**config.mk**
```make
export PLATFORM = sky130hd
export DESIGN_NAME = hazard_ctrl_flat
export DESIGN_NICKNAME = d
export VERILOG_FILES = /design/src/rtl/hazard_ctrl_if.sv /design/src/rtl/hazard_ctrl.sv /design/src/flat_wrapper.sv
export SDC_FILE = /design/constraint.sdc
export NUM_CORES = 1
export LEC_CHECK = 0
export BUFFER_PORTS_ARGS = -buffer_cell sky130_fd_sc_hd__clkbuf_2
export CORE_MARGIN = 2
export CORE_UTILIZATION = 25
export CTS_BUF_LIST = sky130_fd_sc_hd__clkbuf_4 sky130_fd_sc_hd__clkbuf_8
export CTS_CLUSTER_DIAMETER = 100
export DETAILED_ROUTE_END_ITERATION = 16
export PLACE_DENSITY = 0.47
export SETUP_SLACK_MARGIN = 0.4
export SYNTH_ARGS = -nofsm -noshare
export SYNTH_HDL_FRONTEND = slang
export SYNTH_SLANG_ARGS = --single-unit
```
**constraint.sdc**
```tcl
create_clock -name clk -period 2.64 [get_ports clk]
set_clock_uncertainty 0.1 [all_clocks]
set_input_delay 0.264 -clock clk [delete_from_list [all_inputs] [get_ports clk]]
set_output_delay 0.264 -clock clk [all_outputs]
set_load 0.05 [all_outputs]
```
**src/rtl/hazard_ctrl_if.sv**
```systemverilog
// Signal bundle between the pipeline datapath and the hazard controller.
// The datapath side is the master; the controller is the slave.
interface hazard_ctrl_if #(
   parameter int CNT_W = 16
);
   logic [4:0]       id_rs1;
   logic [4:0]       id_rs2;
   logic             id_use_rs1;
   logic             id_use_rs2;
   logic [4:0]       idex_rd;
   logic             idex_memread;
   logic             branch_taken;
   logic             mem_req;
   logic             mem_ready;
   logic             clr_cnt;

   logic             pc_en;
   logic             ifid_en;
   logic             ifid_flush;
   logic             idex_en;
   logic             idex_flush;
   logic             exmem_en;
   logic             memwb_en;
   logic             memwb_flush;
   logic             mem_err;
   logic [1:0]       state;
   logic [CNT_W-1:0] stall_cnt;
   logic [CNT_W-1:0] flush_cnt;

   modport master (
      output id_rs1, id_rs2, id_use_rs1, id_use_rs2, idex_rd, idex_memread,
             branch_taken, mem_req, mem_ready, clr_cnt,
      input  pc_en, ifid_en, ifid_flush, idex_en, idex_flush, exmem_en,
             memwb_en, memwb_flush, mem_err, state, stall_cnt, flush_cnt
   );

   modport slave (
      input  id_rs1, id_rs2, id_use_rs1, id_use_rs2, idex_rd, idex_memread,
             branch_taken, mem_req, mem_ready, clr_cnt,
      output pc_en, ifid_en, ifid_flush, idex_en, idex_flush, exmem_en,
             memwb_en, memwb_flush, mem_err, state, stall_cnt, flush_cnt
   );
endinterface

```
**src/rtl/hazard_ctrl.sv**
```systemverilog
// Pipeline sequencing controller for a 5-stage RISC-V core: load-use stall,
// branch squash, data-memory freeze with timeout, and stall/flush counters.
module hazard_ctrl #(
   parameter int MEM_TIMEOUT = 64,
   parameter int CNT_W       = 16
) (
   input  logic         clk,
   input  logic         rst,
   hazard_ctrl_if.slave hz
);

   typedef enum logic [1:0] {
      RUN      = 2'd0,
      MEM_WAIT = 2'd1,
      ERROR    = 2'd2
   } state_t;

   localparam int WAIT_W = (MEM_TIMEOUT > 1) ? $clog2(MEM_TIMEOUT) : 1;
   localparam logic [WAIT_W-1:0] WAIT_LAST = WAIT_W'(MEM_TIMEOUT - 1);

   state_t            state_reg;
   state_t            state_next;
   logic [WAIT_W-1:0] wait_cnt_reg;
   logic [WAIT_W-1:0] wait_cnt_next;
   logic              mem_err_reg;
   logic              mem_err_next;

   logic load_use;
   logic mem_stall;
   logic branch_flush;

   logic pc_en_c;
   logic ifid_en_c;
   logic ifid_flush_c;
   logic idex_en_c;
   logic idex_flush_c;
   logic exmem_en_c;
   logic memwb_en_c;
   logic memwb_flush_c;

   // Hazard sources; ERROR masks the memory and branch sources entirely.
   always_comb begin
      load_use     = hz.idex_memread && (hz.idex_rd != 5'd0) &&
                     ((hz.id_use_rs1 && (hz.id_rs1 == hz.idex_rd)) ||
                      (hz.id_use_rs2 && (hz.id_rs2 == hz.idex_rd)));
      mem_stall    = (state_reg != ERROR) && hz.mem_req && !hz.mem_ready;
      branch_flush = (state_reg != ERROR) && !mem_stall && hz.branch_taken;
   end

   always_ff @(posedge clk or negedge rst) begin
      if (!rst) begin
         state_reg    <= RUN;
         wait_cnt_reg <= '0;
         mem_err_reg  <= 1'b0;
      end else begin
         state_reg    <= state_next;
         wait_cnt_reg <= wait_cnt_next;
         mem_err_reg  <= mem_err_next;
      end
   end

   always_comb begin
      state_next    = state_reg;
      wait_cnt_next = wait_cnt_reg;
      mem_err_next  = mem_err_reg;
      pc_en_c       = 1'b1;
      ifid_en_c     = 1'b1;
      ifid_flush_c  = 1'b0;
      idex_en_c     = 1'b1;
      idex_flush_c  = 1'b0;
      exmem_en_c    = 1'b1;
      memwb_en_c    = 1'b1;
      memwb_flush_c = 1'b0;

      case (state_reg)
         RUN, MEM_WAIT: begin
            if (mem_stall) begin
               pc_en_c       = 1'b0;
               ifid_en_c     = 1'b0;
               idex_en_c     = 1'b0;
               exmem_en_c    = 1'b0;
               memwb_en_c    = 1'b0;
               memwb_flush_c = 1'b1;
               // The wait counter holds the number of stall cycles already spent.
               if (wait_cnt_reg == WAIT_LAST) begin
                  state_next   = ERROR;
                  mem_err_next = 1'b1;
               end else begin
                  state_next    = MEM_WAIT;
                  wait_cnt_next = wait_cnt_reg + 1'b1;
               end
            end else begin
               state_next    = RUN;
               wait_cnt_next = '0;
               if (branch_flush) begin
                  ifid_flush_c = 1'b1;
                  idex_flush_c = 1'b1;
               end else if (load_use) begin
                  pc_en_c      = 1'b0;
                  ifid_en_c    = 1'b0;
                  idex_flush_c = 1'b1;
               end
            end
         end
         ERROR: begin
            pc_en_c    = 1'b0;
            ifid_en_c  = 1'b0;
            idex_en_c  = 1'b0;
            exmem_en_c = 1'b0;
            memwb_en_c = 1'b0;
         end
         default: begin
            state_next    = RUN;
            wait_cnt_next = '0;
         end
      endcase
   end

   // Reset forces every pipeline register to clear, whatever the FSM says.
   always_comb begin
      hz.pc_en       = pc_en_c;
      hz.ifid_en     = ifid_en_c;
      hz.ifid_flush  = ifid_flush_c;
      hz.idex_en     = idex_en_c;
      hz.idex_flush  = idex_flush_c;
      hz.exmem_en    = exmem_en_c;
      hz.memwb_en    = memwb_en_c;
      hz.memwb_flush = memwb_flush_c;
      if (!rst) begin
         hz.pc_en       = 1'b0;
         hz.ifid_en     = 1'b0;
         hz.ifid_flush  = 1'b1;
         hz.idex_en     = 1'b0;
         hz.idex_flush  = 1'b1;
         hz.exmem_en    = 1'b0;
         hz.memwb_en    = 1'b0;
         hz.memwb_flush = 1'b1;
      end
   end

   assign hz.mem_err = mem_err_reg;
   assign hz.state   = state_reg;

   // Counter 0 counts frozen-PC cycles, counter 1 counts branch squashes.
   logic [1:0]       cnt_inc;
   logic [CNT_W-1:0] cnt_reg  [2];
   logic [CNT_W-1:0] cnt_next [2];

   assign cnt_inc[0] = !pc_en_c;
   assign cnt_inc[1] = branch_flush;

   generate
      for (genvar gi = 0; gi < 2; gi++) begin : g_cnt
         always_comb begin
            cnt_next[gi] = cnt_reg[gi];
            if (hz.clr_cnt) begin
               cnt_next[gi] = '0;
            end else if (cnt_inc[gi] && (cnt_reg[gi] != {CNT_W{1'b1}})) begin
               cnt_next[gi] = cnt_reg[gi] + 1'b1;
            end
         end

         always_ff @(posedge clk or negedge rst) begin
            if (!rst) begin
               cnt_reg[gi] <= '0;
            end else begin
               cnt_reg[gi] <= cnt_next[gi];
            end
         end
      end
   endgenerate

   assign hz.stall_cnt = cnt_reg[0];
   assign hz.flush_cnt = cnt_reg[1];

endmodule

```
**src/flat_wrapper.sv**
```systemverilog
// flat-port wrapper written by rule: the top's interface ports become plain ports
module hazard_ctrl_flat 
#(
   parameter int MEM_TIMEOUT = 64,
   parameter int CNT_W       = 16
)
  (clk, rst, hz_id_rs1, hz_id_rs2, hz_id_use_rs1, hz_id_use_rs2, hz_idex_rd, hz_idex_memread, hz_branch_taken, hz_mem_req, hz_mem_ready, hz_clr_cnt, hz_pc_en, hz_ifid_en, hz_ifid_flush, hz_idex_en, hz_idex_flush, hz_exmem_en, hz_memwb_en, hz_memwb_flush, hz_mem_err, hz_state, hz_stall_cnt, hz_flush_cnt);
  hazard_ctrl_if #(.CNT_W(CNT_W)) hz_i ();
  input  logic clk;
  input  logic rst;
  input wire logic [$bits(hz_i.id_rs1)-1:0] hz_id_rs1;
  input wire logic [$bits(hz_i.id_rs2)-1:0] hz_id_rs2;
  input wire logic [$bits(hz_i.id_use_rs1)-1:0] hz_id_use_rs1;
  input wire logic [$bits(hz_i.id_use_rs2)-1:0] hz_id_use_rs2;
  input wire logic [$bits(hz_i.idex_rd)-1:0] hz_idex_rd;
  input wire logic [$bits(hz_i.idex_memread)-1:0] hz_idex_memread;
  input wire logic [$bits(hz_i.branch_taken)-1:0] hz_branch_taken;
  input wire logic [$bits(hz_i.mem_req)-1:0] hz_mem_req;
  input wire logic [$bits(hz_i.mem_ready)-1:0] hz_mem_ready;
  input wire logic [$bits(hz_i.clr_cnt)-1:0] hz_clr_cnt;
  output wire logic [$bits(hz_i.pc_en)-1:0] hz_pc_en;
  output wire logic [$bits(hz_i.ifid_en)-1:0] hz_ifid_en;
  output wire logic [$bits(hz_i.ifid_flush)-1:0] hz_ifid_flush;
  output wire logic [$bits(hz_i.idex_en)-1:0] hz_idex_en;
  output wire logic [$bits(hz_i.idex_flush)-1:0] hz_idex_flush;
  output wire logic [$bits(hz_i.exmem_en)-1:0] hz_exmem_en;
  output wire logic [$bits(hz_i.memwb_en)-1:0] hz_memwb_en;
  output wire logic [$bits(hz_i.memwb_flush)-1:0] hz_memwb_flush;
  output wire logic [$bits(hz_i.mem_err)-1:0] hz_mem_err;
  output wire logic [$bits(hz_i.state)-1:0] hz_state;
  output wire logic [$bits(hz_i.stall_cnt)-1:0] hz_stall_cnt;
  output wire logic [$bits(hz_i.flush_cnt)-1:0] hz_flush_cnt;
  assign hz_i.id_rs1 = hz_id_rs1;
  assign hz_i.id_rs2 = hz_id_rs2;
  assign hz_i.id_use_rs1 = hz_id_use_rs1;
  assign hz_i.id_use_rs2 = hz_id_use_rs2;
  assign hz_i.idex_rd = hz_idex_rd;
  assign hz_i.idex_memread = hz_idex_memread;
  assign hz_i.branch_taken = hz_branch_taken;
  assign hz_i.mem_req = hz_mem_req;
  assign hz_i.mem_ready = hz_mem_ready;
  assign hz_i.clr_cnt = hz_clr_cnt;
  assign hz_pc_en = hz_i.pc_en;
  assign hz_ifid_en = hz_i.ifid_en;
  assign hz_ifid_flush = hz_i.ifid_flush;
  assign hz_idex_en = hz_i.idex_en;
  assign hz_idex_flush = hz_i.idex_flush;
  assign hz_exmem_en = hz_i.exmem_en;
  assign hz_memwb_en = hz_i.memwb_en;
  assign hz_memwb_flush = hz_i.memwb_flush;
  assign hz_mem_err = hz_i.mem_err;
  assign hz_state = hz_i.state;
  assign hz_stall_cnt = hz_i.stall_cnt;
  assign hz_flush_cnt = hz_i.flush_cnt;
  hazard_ctrl #(.MEM_TIMEOUT(MEM_TIMEOUT), .CNT_W(CNT_W)) u_core (.clk(clk), .rst(rst), .hz(hz_i));
endmodule
```
-- Word level (Yosys, flattened, before mapping)
Index checks and enable logic that the tools add are counted.
- word-level logic and storage cells: 69
- output and inout bits: 43
- bits in registers: 41
- bitwise logic cells: 1
- add/subtract/negate cells: 3
- equality and inequality tests: 9
- muxes and demuxes: 30
- reduce and logical (&&, ||, !) cells: 21
- operator list (operator ; count):
    2-to-1 mux 16 bit ; 4
    adder 16 x 1 -> 16 bit, second input constant ; 2
    inequality test 16 bit, second input constant ; 2
    2-to-1 mux 1 bit ; 18
    2-to-1 mux 6 bit ; 2
    case mux 6 bit (2 select lines) ; 1
    == test 5 bit ; 2
    logical AND 1 bit ; 10
    adder 6 x 1 -> 6 bit, second input constant ; 1
    == test 6 bit, second input constant ; 1
    nonzero test 5 bit ; 1
    2-to-1 mux 2 bit ; 2
    case mux 1 bit (2 select lines) ; 2
    case mux 2 bit (2 select lines) ; 1
    nonzero test 2 bit ; 2
    logical NOT 1 bit ; 3
    inequality test 3 bit, second input constant ; 1
    AND reduction 3 bit ; 1
    == test 2 x 1 -> 1 bit, second input constant ; 1
    == test 2 bit, second input constant ; 1
    logical NOT 2 bit ; 1
    inequality test 2 bit, second input constant ; 1
    AND reduction 2 bit ; 1
    OR reduction 2 bit ; 1
    2 further kinds ; 2

-- Logic depth before layout (Yosys ltp)
Gate-level depths: netlist of the first run.
- word-level depth: 13
- depth in mapped cells: 9
- depth with buffers taken out: 7

-- Least setup slack after synthesis of the first run
No wires, ideal clock.
- kind: register -> output
- start point: reg u_core.state_reg[1], in the netlist u_core.hz.state[1]
- end point: out hz_idex_en
- path buffers: 1
- cell stages (with the launch flop): 6
- data arrival time: 2.408 ns
- setup slack: -0.132 ns
- cells stage by stage: dfrtp_1 > inv_1 > nand2b_1 > nand2_1 > nor2_1 > buf_4
- word-level cells in the longest chain between the ends: 6
- elaborated cells on any way between the ends: 10
- RTL lines (item ; line ; source):
    start, declared ; hazard_ctrl.sv:21 ; state_t state_reg;
    start signal, assigned ; hazard_ctrl.sv:56 ; state_reg <= state_next;
    inequality test 2 bit ; hazard_ctrl.sv:46 ; mem_stall = (state_reg != ERROR) && hz.mem_req && !hz.mem_ready;
    logical AND 1 bit (2 in a row) ; hazard_ctrl.sv:46 ;
    2-to-1 mux 1 bit ; -- ;
    case mux 1 bit (2 select lines) (*) ; -- ;
    2-to-1 mux 1 bit (*) ; -- ;
    end, declared ; flat_wrapper.sv:24 ; output wire logic [$bits(hz_i.idex_en)-1:0] hz_idex_en;
Mark *: on every way between the ends. The rest lies on a longest branch, timed or not.

-- Worst setup path after layout of the first run
- start point: reg u_core.state_reg[1], in the netlist u_core.hz.state[1]
- end point: out hz_ifid_en
- word-level cells in the longest chain between the ends: 10
- elaborated cells on any way between the ends: 14
- RTL lines (item ; line ; source):
    inequality test 2 bit ; hazard_ctrl.sv:46, hazard_ctrl.sv:47 ;
    logical AND 1 bit (2 in a row) ; hazard_ctrl.sv:46 ;
    logical NOT 1 bit ; hazard_ctrl.sv:47 ; branch_flush = (state_reg != ERROR) && !mem_stall && hz.branch_taken;
    logical AND 1 bit (2 in a row) ; hazard_ctrl.sv:47 ;
    2-to-1 mux 1 bit ; hazard_ctrl.sv:95 ; if (branch_flush) begin
    2-to-1 mux 1 bit ; hazard_ctrl.sv:77 ; if (mem_stall) begin
    case mux 1 bit (2 select lines) (*) ; hazard_ctrl.sv:75 ; case (state_reg)
    2-to-1 mux 1 bit (*) ; hazard_ctrl.sv:129 ; if (!rst) begin
    end, declared ; flat_wrapper.sv:22 ; output wire logic [$bits(hz_i.ifid_en)-1:0] hz_ifid_en;
Marked as above.

==> impl_metrics.env, run 1 <==
export IMPL_run_status="complete, no violations"
export IMPL_fp_dieArea_sq_um=10400
export IMPL_clkSinkCount=41
export IMPL_clk_insertion_delay_late_ps=300
export IMPL_async_flop_share_pct=100
export IMPL_vias_per_cell=4.68
export IMPL_number_of_violations_reported_at_the_end_of_detailed_routing_iteration_0=86
export IMPL_timing_critical_path_from_type="register"
export IMPL_drive_above_1_share_pct=32.6
export IMPL_dp_hpwl_um=4310
export IMPL_portBuffers=66
export IMPL_grtUsageTotal_pct=11.7
export IMPL_timing_critical_path_required_ps=2280
export IMPL_grt_start_max_net_pins=41
export IMPL_maxCapViolCount=0
export IMPL_netlist_area_before_placement_sq_um=2400
export IMPL_antennaDiodeCount=0
export IMPL_max_freq_mhz=465
export IMPL_power_ir_vdd_worst_uv=233
export IMPL_clk_pin_slew_ps=80
export IMPL_post_route_min_period_ps=2150
export IMPL_number_of_nets_with_antenna_violations_after_routing=0
export IMPL_synthesis_nets=280
export IMPL_final_core_utilization_pct=32.5
export IMPL_comb_power_share_pct=14.2
export IMPL_totalPowerFinal_mw=1.40
export IMPL_route_final_wire_length_um=5900
export IMPL_cpMaxStageDelayCell="sky130_fd_sc_hd__dfrtp_2"
export IMPL_rsz0062_at_grt="yes"
export IMPL_report_final_hold_viol_count=0
export IMPL_tightestPinTransition_ps=731
export IMPL_setup_violations=0
export IMPL_leading_cell_types_by_total_area_after_synthesis="sky130_fd_sc_hd__dfrtp_1, sky130_fd_sc_hd__xnor2_1, sky130_fd_sc_hd__xor2_1"
export IMPL_antenna_found_initial=0
export IMPL_synthesis_instances=253
export IMPL_worst_setup_path_end_kind="output pin"
export IMPL_yosysWarnings=0
export IMPL_maxSlewHeadroom_pct=51.3
export IMPL_pwr_share_seq_pct=47.1
export IMPL_timing_max_transition_violations_final=0
export IMPL_kind_of_cell_with_the_highest_combined_delay_on_the_critical_path="simple AND/OR/NAND/NOR gates"
export IMPL_switching_share_pct=27.3
export IMPL_dr_pass1_iters=4
export IMPL_setup_buffers_after_cts=0
export IMPL_gp_routability_congestion=0.798
export IMPL_worstPathMaxFanout=7
export IMPL_critPathBufInv=1
export IMPL_yosysSeqAreaShare_pct=42.8
export IMPL_cts_htree_levels=2
export IMPL_ctsLongestPathBuffers=2
export IMPL_grt_remaining_overflow=0
export IMPL_area_growth_pct=25.9
export IMPL_crit_type="register to output pin"
export IMPL_final_nets=345
export IMPL_drc=0
export IMPL_timing_hold_worst_class="input pin to register"
export IMPL_initial_utilization_pct=25.8
export IMPL_power_leakage_nw=1.30
export IMPL_timing_critical_path_arrival_ps=1790
export IMPL_internal_power_mw=1.02
export IMPL_number_of_global_route_vias_before_repair=1985
export IMPL_p_clk_share_pct=38.8
export IMPL_power_density_nw_per_um2=464
export IMPL_postSynthAreaPerCell_sq_um=9.48
export IMPL_dr_total_vias=2098
export IMPL_cp_cell_sequence="nor3b_4 -> nor2_4 -> a21boi_2 -> and2_2 -> clkbuf_4"
export IMPL_avgRoutedWirePerCell_um=13.2
export IMPL_yosys_most_used_dff="sky130_fd_sc_hd__dfrtp_1"
export IMPL_synth_enable_flop_cells=0
export IMPL_yosysTopAreaCellShare_pct=42.8
export IMPL_netlist_top_cell_by_area="sky130_fd_sc_hd__dfrtp_1"
export IMPL_setup_total_negative_slack_ps=0
export IMPL_synth_distinct_cells=46
export IMPL_critPathMaxStageDelay_ps=470
export IMPL_die_y_um=102
export IMPL_root_buffer_master="sky130_fd_sc_hd__clkbuf_8"
export IMPL_placeableCoreArea_sq_um=9280
export IMPL_fp_row_count=35
export IMPL_number_of_buffers_inserted_during_clock_tree_synthesis=5
export IMPL_die_width_um=102
export IMPL_tritoncts_clock_tree="built"
export IMPL_wire_length_of_the_first_global_routing_pass_um=9670
export IMPL_total_switching_power_mw=0.383
export IMPL_final_min_period_over_clock_period_pct=81.5
export IMPL_i_o_pin_cnt=67
export IMPL_synth_ff_latch_count=41
-- path summary, 6_finish.rpt --
path / from / to / slack (ps) / cells after the start
worst max-delay path: u_core.hz.state[1] / hz_ifid_en / 490 / 5
worst min-delay path: hz_mem_ready / u_core.hz.mem_err / 190 / 4
worst max register to register: u_core.hz.stall_cnt[0] / u_core.hz.stall_cnt[15] / 530 / 8
worst min register to register: u_core.hz.mem_err / u_core.hz.mem_err / 370 / 1
max in group asynchronous: rst / u_core.hz.stall_cnt[2] / 1470 / 3
min in group asynchronous: rst / u_core.hz.mem_err / 210 / 2
-- cell usage after synthesis (all sizes together) (2+ instances only) --
library cell   n
a21boi         2
nor4           5
and3           6
buf            7
o21ai          7
nor2b          3
a21oi         19
and4           4
dfrtp         41
xnor2         13
o31ai         10
mux2           2
xor2          13
nand4         13
nor2          28
nand2         19
mux2i          2
inv            8
ha             3
clkbuf         4
or4           10
or3            5
nor3           2
nand2b         6
nand3         10
-- layout make-up --
class                      count  area [sq um]
fill                         993          6260
multi-input combinational    192          1300
sequential                    41          1040
timing repair buffer          69           368
tap                          129           161
clock buffer                   6          82.6
clock inverter                 2          37.5
inverter                       9          33.8
-- through the flow --
step           cell area [sq um]  std cells  setup WS (ps)  hold slack, ps
2_1_floorplan               2420        253            410            -132
3_5_place_dp                2850        439            453           -8.15
5_1_grt                     3020        448            378             208
4_1_cts                     2990        448            412             168
6_report                    3020        448            490             192
3_3_place_gp                2850        439            533           -7.88
-- layer usage --
metal	part of all wire, %	GRT usage (%)
met1	48	15.6
met2	46	19.4
met3	4.9	2.26
met4	1.0	3.08
met5	0	0
-- cells in the final DEF, fill, tap and decap left out, types with 2 or more instances in the layout --
cell type                   n
sky130_fd_sc_hd__nor4_1     2
sky130_fd_sc_hd__mux2i_1    2
sky130_fd_sc_hd__nor4_2     3
sky130_fd_sc_hd__mux2_4     2
sky130_fd_sc_hd__nand4_1   12
sky130_fd_sc_hd__clkbuf_4   2
sky130_fd_sc_hd__clkbuf_2  64
sky130_fd_sc_hd__xor2_1    13
sky130_fd_sc_hd__nor2b_1    2
sky130_fd_sc_hd__clkbuf_8   6
sky130_fd_sc_hd__o31ai_1   10
sky130_fd_sc_hd__o21ai_1    3
sky130_fd_sc_hd__nor2_1    26
sky130_fd_sc_hd__xnor2_1   13
sky130_fd_sc_hd__ha_1       3
sky130_fd_sc_hd__or4_1     10
sky130_fd_sc_hd__nor2_4     2
sky130_fd_sc_hd__and4_1     3
sky130_fd_sc_hd__nand2b_1   6
sky130_fd_sc_hd__inv_1      8
sky130_fd_sc_hd__nand2_1   19
sky130_fd_sc_hd__o21ai_0    4
sky130_fd_sc_hd__a21oi_1   17
sky130_fd_sc_hd__dfrtp_2   10
sky130_fd_sc_hd__and3_1     6
sky130_fd_sc_hd__dfrtp_1   31
sky130_fd_sc_hd__nand3_1   10
sky130_fd_sc_hd__or3_1      5
sky130_fd_sc_hd__a21oi_2    2
-- logic make-up (layout without fill, tap and decap cells) --
family                   after synthesis  count (layout)  share of synthesized area, %
adder cells (fa/ha/maj)                3               3                          1.57
multiplexers                           4               4                          2.09
buffers and inverters                 20              86                          4.44
flip-flops                            41              41                          42.8
AND/OR/NAND/NOR                      114             114                          27.1
AO/OA/AOI/OAI                         45              45                          12.5
XOR/XNOR                              26              26                          9.50
-- what timing repair did --
| item | 4_1_cts | 5_1_grt |
|---|---|---|
| endpoints found under the setup margin | 2 | 9 |
| hold buffers | 1 | 0 |
| endpoints found under the hold margin | 1 | 0 |
| pin swaps | 0 | 0 |
| gates resized for setup | 4 | 6 |
-- power by group through the flow --
stage	clock, mW	sequential [mW]	combinational, mW
after floorplan	0	0.690	0.114
after global placement	0	0.672	0.195
after detailed placement	0	0.673	0.196
final	0.544	0.660	0.198
after global routing	0.587	0.664	0.219
after CTS	0.566	0.660	0.200
-- worst min-delay path: stages --
cell and delay [ps]:
sky130_fd_sc_hd__clkbuf_2 120, sky130_fd_sc_hd__nor3b_4 60, sky130_fd_sc_hd__nand2_1 60, sky130_fd_sc_hd__nand2b_1 50
Note: power is estimated with default switching activity, not from simulation.
==> inputs of run 2 (changes only) <==
clock period = 2.1 ns   (was 2.64 ns; I/O delays follow)
==> run 2 against run 1 <==
  * Die area stayed put
  * Largest power group unchanged
  * Clock power rose by 4.0%
  * Worst hold slack got worse by 110 ps
  * Critical path depth is 3 higher
  * Wire length up 11%
  * Via count increased by 8.4%
  * Power up 24%
  * Flip-flop and latch count unchanged
  * Combinational power is 73% higher
  * Largest cell class unchanged
  * Sequential share of layout area decreased by 5.4 points
==> impl_metrics.env, run 2 (synthesized netlist as in run 1, its figures left out) <==
export IMPL_initial_utilization_pct=25.8
export IMPL_die_y_um=102
export IMPL_multi_input_comb_area_sq_um=1530
export IMPL_ctsLongestPathBuffers=2
export IMPL_clkSinkCount=41
export IMPL_timing_critical_path_arrival_ps=2130
export IMPL_switching_share_pct=28.6
export IMPL_worst_setup_path_end_kind="register"
export IMPL_route_final_wire_length_um=6520
export IMPL_tightestPinTransition_ps=465
export IMPL_setup_reg_to_reg_worst_slack_ps=90
export IMPL_vias_per_cell=4.67
export IMPL_route_met3_wl_um=265
export IMPL_total_switching_power_mw=0.498
export IMPL_power_ir_vdd_worst_uv=237
export IMPL_fp_dieArea_sq_um=10400
export IMPL_avgRoutedWirePerCell_um=13.4
export IMPL_timing_hold_worst_class="input pin to async pin"
export IMPL_regToRegEndpoint="u_core.hz.stall_cnt[11]"
export IMPL_grt_start_max_net_pins=35
export IMPL_placeableCoreArea_sq_um=9280
export IMPL_hold_ws_ps=83.9
export IMPL_number_of_nets_with_antenna_violations_after_routing=0
export IMPL_root_buffer_master="sky130_fd_sc_hd__clkbuf_8"
export IMPL_tritoncts_clock_tree="built"
export IMPL_regArea_sq_um=1060
export IMPL_clk_pin_slew_ps=80
export IMPL_layout_commonest_cell="sky130_fd_sc_hd__clkbuf_2"
export IMPL_cts_htree_levels=2
export IMPL_setup_total_negative_slack_ps=0
export IMPL_p_clk_share_pct=32.6
export IMPL_drive_above_1_share_pct=53.4
export IMPL_gp_routability_congestion=0.774
export IMPL_rsz0062_at_grt="yes"
export IMPL_dr_total_vias=2274
export IMPL_totalPowerFinal_mw=1.74
export IMPL_setup_violations=0
export IMPL_grtUsageTotal_pct=12.8
export IMPL_reg2reg_depth=8
export IMPL_power_density_nw_per_um2=474
export IMPL_run_status="complete, no violations"
export IMPL_antennaDiodeCount=0
export IMPL_maxCapViolCount=0
export IMPL_comb_power_share_pct=19.7
export IMPL_power_leakage_nw=1.54
export IMPL_grt_remaining_overflow=0
export IMPL_report_final_hold_viol_count=0
export IMPL_maxSlewHeadroom_pct=69.0
export IMPL_i_o_pin_cnt=67
export IMPL_crit_type="register to register"
export IMPL_drc=0
export IMPL_met2RoutedLength_um=3160
export IMPL_max_freq_mhz=496
export IMPL_number_of_global_route_vias_before_repair=2188
export IMPL_worstPathMaxFanout=26
export IMPL_wire_length_of_the_first_global_routing_pass_um=10700
export IMPL_dr_pass1_iters=4
export IMPL_dp_hpwl_um=4580
export IMPL_worstReg2RegStart="u_core.hz.state[1]"
export IMPL_post_route_min_period_ps=2010
export IMPL_portBuffers=66
export IMPL_antenna_found_initial=0
export IMPL_timing_critical_path_required_ps=2220
export IMPL_layout_common_cells="sky130_fd_sc_hd__clkbuf_2, sky130_fd_sc_hd__buf_4, sky130_fd_sc_hd__dfrtp_2"
export IMPL_number_of_violations_reported_at_the_end_of_detailed_routing_iteration_0=79
export IMPL_area_growth_pct=52.9
export IMPL_die_width_um=102
export IMPL_timing_critical_path_from_type="register"
export IMPL_clk_insertion_delay_late_ps=290
export IMPL_fp_row_count=35
export IMPL_nFillCells=971
export IMPL_timing_max_transition_violations_final=0
export IMPL_wl_on_met1_um=3010
export IMPL_final_nets=384
export IMPL_pwr_share_seq_pct=47.7
export IMPL_final_min_period_over_clock_period_pct=95.9
export IMPL_number_of_buffers_inserted_during_clock_tree_synthesis=5
export IMPL_internal_power_mw=1.24
export IMPL_routed_top_layer="met4"
run 2: cell count changes in the layout (fill, tap and decap cells not counted), sizes merged:
cell,previous run,this run
buf,2,46
bufinv,1,0
clkbuf,72,68
run 2: power by group through the flow:
stage	Clock, mW	Combinational [mW]	Sequential (mW)
finish	0.566	0.343	0.829
global route	0.631	0.375	0.832
CTS	0.601	0.326	0.829
detailed placement	0	0.270	0.849
global placement	0	0.270	0.848
floorplan	0	0.156	0.872
run 2: worst max-delay path by stage:
stage	from	to	slack, ps	cells after the start
2_1_floorplan	u_core.hz.stall_cnt[8]	u_core.hz.stall_cnt[1]	10	8
3_3_place_gp	u_core.hz.stall_cnt[1]	u_core.hz.stall_cnt[15]	140	8
3_5_place_dp	u_core.hz.stall_cnt[2]	u_core.hz.stall_cnt[12]	90	7
4_1_cts	u_core.hz.stall_cnt[1]	u_core.hz.stall_cnt[15]	80	8
5_1_grt	u_core.hz.stall_cnt[1]	u_core.hz.stall_cnt[11]	-0.03	8
6_report	u_core.hz.state[1]	u_core.hz.stall_cnt[11]	90	8
run 2: layer usage:
metal	track usage, %	up-vias
met4	3.08	0
met3	2.74	8
met5	0	-
li1	-	1117
met1	17.7	1110
met2	20.7	39
run 2: layout make-up:
| type | instances | share of cell area, % |
|---|---|---|
| clock buffers | 7 | 2.46 |
| repair buffers | 108 | 21.1 |
| inverters | 9 | 1.13 |
| clock inverters | 1 | 0.205 |
| flip-flops and latches | 41 | 29.0 |
| well taps | 129 | 4.40 |
| multi-input cells | 192 | 41.8 |
run 2: metrics by stage:
stage / utilization (%) / std cells / setup WS, ps / instance area [sq um]
global route: 39.5 / 487 / -0.0251 / 3660
finish: 39.5 / 487 / 85.4 / 3660
floorplan: - / 253 / 11.7 / 2560
detailed placement: 33.6 / 456 / 86.4 / 3120
global placement: 33.6 / 456 / 141 / 3120
CTS: 37.6 / 477 / 81.6 / 3490
run 2: critical path, stage by stage, from the launching register on:
cell and delay, ps:
sky130_fd_sc_hd__dfrtp_2 460, sky130_fd_sc_hd__nor3b_4 260, sky130_fd_sc_hd__nor2_4 70, sky130_fd_sc_hd__buf_4 140
sky130_fd_sc_hd__nor2_2 110, sky130_fd_sc_hd__a21oi_2 50, sky130_fd_sc_hd__buf_12 170, sky130_fd_sc_hd__or4_4 480
sky130_fd_sc_hd__a21oi_2 120
run 2: what timing repair did:
action / in CTS / in global routing
resized for setup: 35 / 26
hold endpoints to repair: 7 / 0
setup buffers: 12 / 10
pin swaps: 12 / 19
hold buffers: 1 / 0
setup endpoints to repair: 36 / 39
==> inputs of run 3 (changes only) <==
GPL_ROUTABILITY_DRIVEN = 0   (was default)
REMOVE_ABC_BUFFERS = 1   (was default)
==> run 3 against run 2 <==
  * Flip-flop and latch count unchanged
  * Wire length up 5.8%
  * Global-route usage up 0.27 points
  * Register-to-register slack worse by 40 ps
  * Maximum frequency down 2.0%
  * Non-clock buffer count up 14
  * Highest routed layer unchanged
==> impl_metrics.env, run 3 (synthesized netlist as in run 1, its figures left out) <==
export IMPL_power_ir_vdd_worst_uv=255
export IMPL_grtUsageTotal_pct=13.1
export IMPL_cts_htree_levels=2
export IMPL_portBuffers=66
export IMPL_grt_start_max_net_pins=30
export IMPL_fp_row_count=35
export IMPL_timing_hold_worst_class="input pin to async pin"
export IMPL_kind_of_cell_with_the_highest_combined_delay_on_the_critical_path="simple AND/OR/NAND/NOR gates"
export IMPL_number_of_placed_instances_taps_included=469
export IMPL_multi_input_comb_area_sq_um=1490
export IMPL_antennaDiodeCount=0
export IMPL_dp_hpwl_um=4730
export IMPL_cp_cell_sequence="ha_2 -> nand4_1 -> nor4_4 -> nor4_2 -> a21oi_2 -> buf_12 -> or4_1 -> a21oi_2"
export IMPL_drive_above_1_share_pct=47.0
export IMPL_number_of_nets_with_antenna_violations_after_routing=0
export IMPL_power_density_nw_per_um2=499
export IMPL_place_area_sq_um=3070
export IMPL_maxSlewHeadroom_pct=70.6
export IMPL_timing_critical_path_required_ps=2230
export IMPL_timing_critical_path_arrival_ps=2190
export IMPL_layout_commonest_cell="sky130_fd_sc_hd__clkbuf_2"
export IMPL_placeableCoreArea_sq_um=9280
export IMPL_clk_pin_slew_ps=100
export IMPL_cpMaxStageDelayCell="sky130_fd_sc_hd__or4_1"
export IMPL_area_growth_pct=54.4
export IMPL_nFillCells=975
export IMPL_critical_path_top_cell_by_count="sky130_fd_sc_hd__a21oi_2"
export IMPL_comb_power_share_pct=18.6
export IMPL_clkSinkCount=41
export IMPL_die_y_um=102
export IMPL_switching_share_pct=28.8
export IMPL_antenna_found_initial=0
export IMPL_final_min_period_over_clock_period_pct=97.9
export IMPL_critPathBufInv=1
export IMPL_power_leakage_nw=1.67
export IMPL_wire_length_of_the_first_global_routing_pass_um=10900
export IMPL_number_of_global_route_vias_before_repair=2240
export IMPL_max_freq_mhz=486
export IMPL_internal_power_mw=1.32
export IMPL_run_status="complete, no violations"
export IMPL_final_nets=398
export IMPL_p_clk_share_pct=36.7
export IMPL_layout_common_cells="sky130_fd_sc_hd__clkbuf_2, sky130_fd_sc_hd__buf_4, sky130_fd_sc_hd__dfrtp_1"
export IMPL_number_of_violations_reported_at_the_end_of_detailed_routing_iteration_0=27
export IMPL_dr_total_vias=2335
export IMPL_drc=0
export IMPL_rsz0062_at_grt="yes"
export IMPL_grt_remaining_overflow=0
export IMPL_vias_per_cell=4.66
export IMPL_timing_max_transition_violations_final=0
export IMPL_report_final_hold_viol_count=0
export IMPL_setup_violations=0
export IMPL_clk_insertion_delay_late_ps=310
export IMPL_worst_setup_path_end_kind="register"
export IMPL_timing_critical_path_from_type="register"
export IMPL_postLayoutSetupSlackWorst_ps=44.2
export IMPL_tritoncts_clock_tree="built"
export IMPL_worstPathMaxFanout=26
export IMPL_dr_pass1_iters=4
export IMPL_final_core_utilization_pct=39.9
export IMPL_post_route_min_period_ps=2060
export IMPL_pwr_share_seq_pct=44.7
export IMPL_final_cells=501
export IMPL_final_design_area_no_fill_sq_um=3700
export IMPL_maxCapViolCount=0
export IMPL_crit_type="register to register"
export IMPL_regArea_sq_um=1030
export IMPL_ctsLongestPathBuffers=2
export IMPL_tightestPinTransition_ps=439
export IMPL_total_switching_power_mw=0.531
export IMPL_number_of_buffers_inserted_during_clock_tree_synthesis=5
export IMPL_avgRoutedWirePerCell_um=13.8
export IMPL_initial_utilization_pct=25.8
export IMPL_fp_dieArea_sq_um=10400
export IMPL_i_o_pin_cnt=67
export IMPL_place_ws_ps=7.28
export IMPL_hold_ws_ps=80.0
export IMPL_root_buffer_master="sky130_fd_sc_hd__clkbuf_8"
export IMPL_route_final_wire_length_um=6900
export IMPL_die_width_um=102
export IMPL_critPathMaxStageDelay_ps=490
export IMPL_totalPowerFinal_mw=1.85
export IMPL_setup_total_negative_slack_ps=0
[run 3: cell types whose count changed in the layout (fill, tap and decap cells not counted), moves of 2 or more]
cell                        change
sky130_fd_sc_hd__clkbuf_4       -2
sky130_fd_sc_hd__buf_6          +2
sky130_fd_sc_hd__dfrtp_2       -28
sky130_fd_sc_hd__clkbuf_16      -2
sky130_fd_sc_hd__xnor2_2        +3
sky130_fd_sc_hd__dfrtp_1       +28
sky130_fd_sc_hd__or4_1          +2
sky130_fd_sc_hd__or4_4          -2
sky130_fd_sc_hd__buf_4         +11
sky130_fd_sc_hd__xnor2_1        -3
[run 3: metal layers]
layer,routed length [um],GRT usage [%],vias to the layer above
met4,94,2.77,0
met2,3270,21.9,55
li1,-,-,1146
met3,370,3.49,10
met1,3170,17.2,1124
met5,0,0,-
[run 3: cell type report]
type	instances	area share, %
timing repair buffer	122	23.5
clock inverter	3	1.25
sequential	41	27.7
tap	129	4.36
clock buffer	5	1.86
multi-input combinational	192	40.3
inverter	9	1.05
[run 3: worst register-to-register path, cell delays in order, from the launching register on]
cell	delay, ps
sky130_fd_sc_hd__dfrtp_1	390
sky130_fd_sc_hd__ha_2	200
sky130_fd_sc_hd__nand4_1	140
sky130_fd_sc_hd__nor4_4	60
sky130_fd_sc_hd__nor4_2	180
sky130_fd_sc_hd__a21oi_2	120
sky130_fd_sc_hd__buf_12	170
sky130_fd_sc_hd__or4_1	490
sky130_fd_sc_hd__a21oi_2	140
[run 3: timing repair]
| item | in CTS | in global routing |
|---|---|---|
| setup buffers | 10 | 11 |
| pin swaps | 13 | 21 |
| resized for setup | 47 | 36 |
| cloned | 0 | 0 |
| hold endpoints to repair | 12 | 3 |
| hold buffers | 2 | 1 |
| setup endpoints to repair | 40 | 39 |
[run 3: final timing paths]
path / endpoint / from / cells past startpoint / slack, ps
worst max register to register: u_core.hz.stall_cnt[9] / u_core.hz.stall_cnt[0] / 8 / 40
worst min-delay path: u_core.hz.flush_cnt[4] / rst / 3 / 80
min in group clk: u_core.hz.stall_cnt[9] / hz_clr_cnt / 2 / 230
worst max-delay path: u_core.hz.stall_cnt[9] / u_core.hz.stall_cnt[0] / 8 / 40
max in group asynchronous: u_core.hz.stall_cnt[3] / rst / 3 / 1130
worst min register to register: u_core.hz.mem_err / u_core.hz.mem_err / 1 / 390
[run 3: power groups by stage]
stage                     clock [mW]  sequential [mW]  combinational [mW]
after floorplan                    0            0.867               0.121
after global placement             0            0.843               0.258
after detailed placement           0            0.844               0.261
after CTS                      0.703            0.824               0.316
after global routing           0.733            0.829               0.371
final                          0.678            0.826               0.343
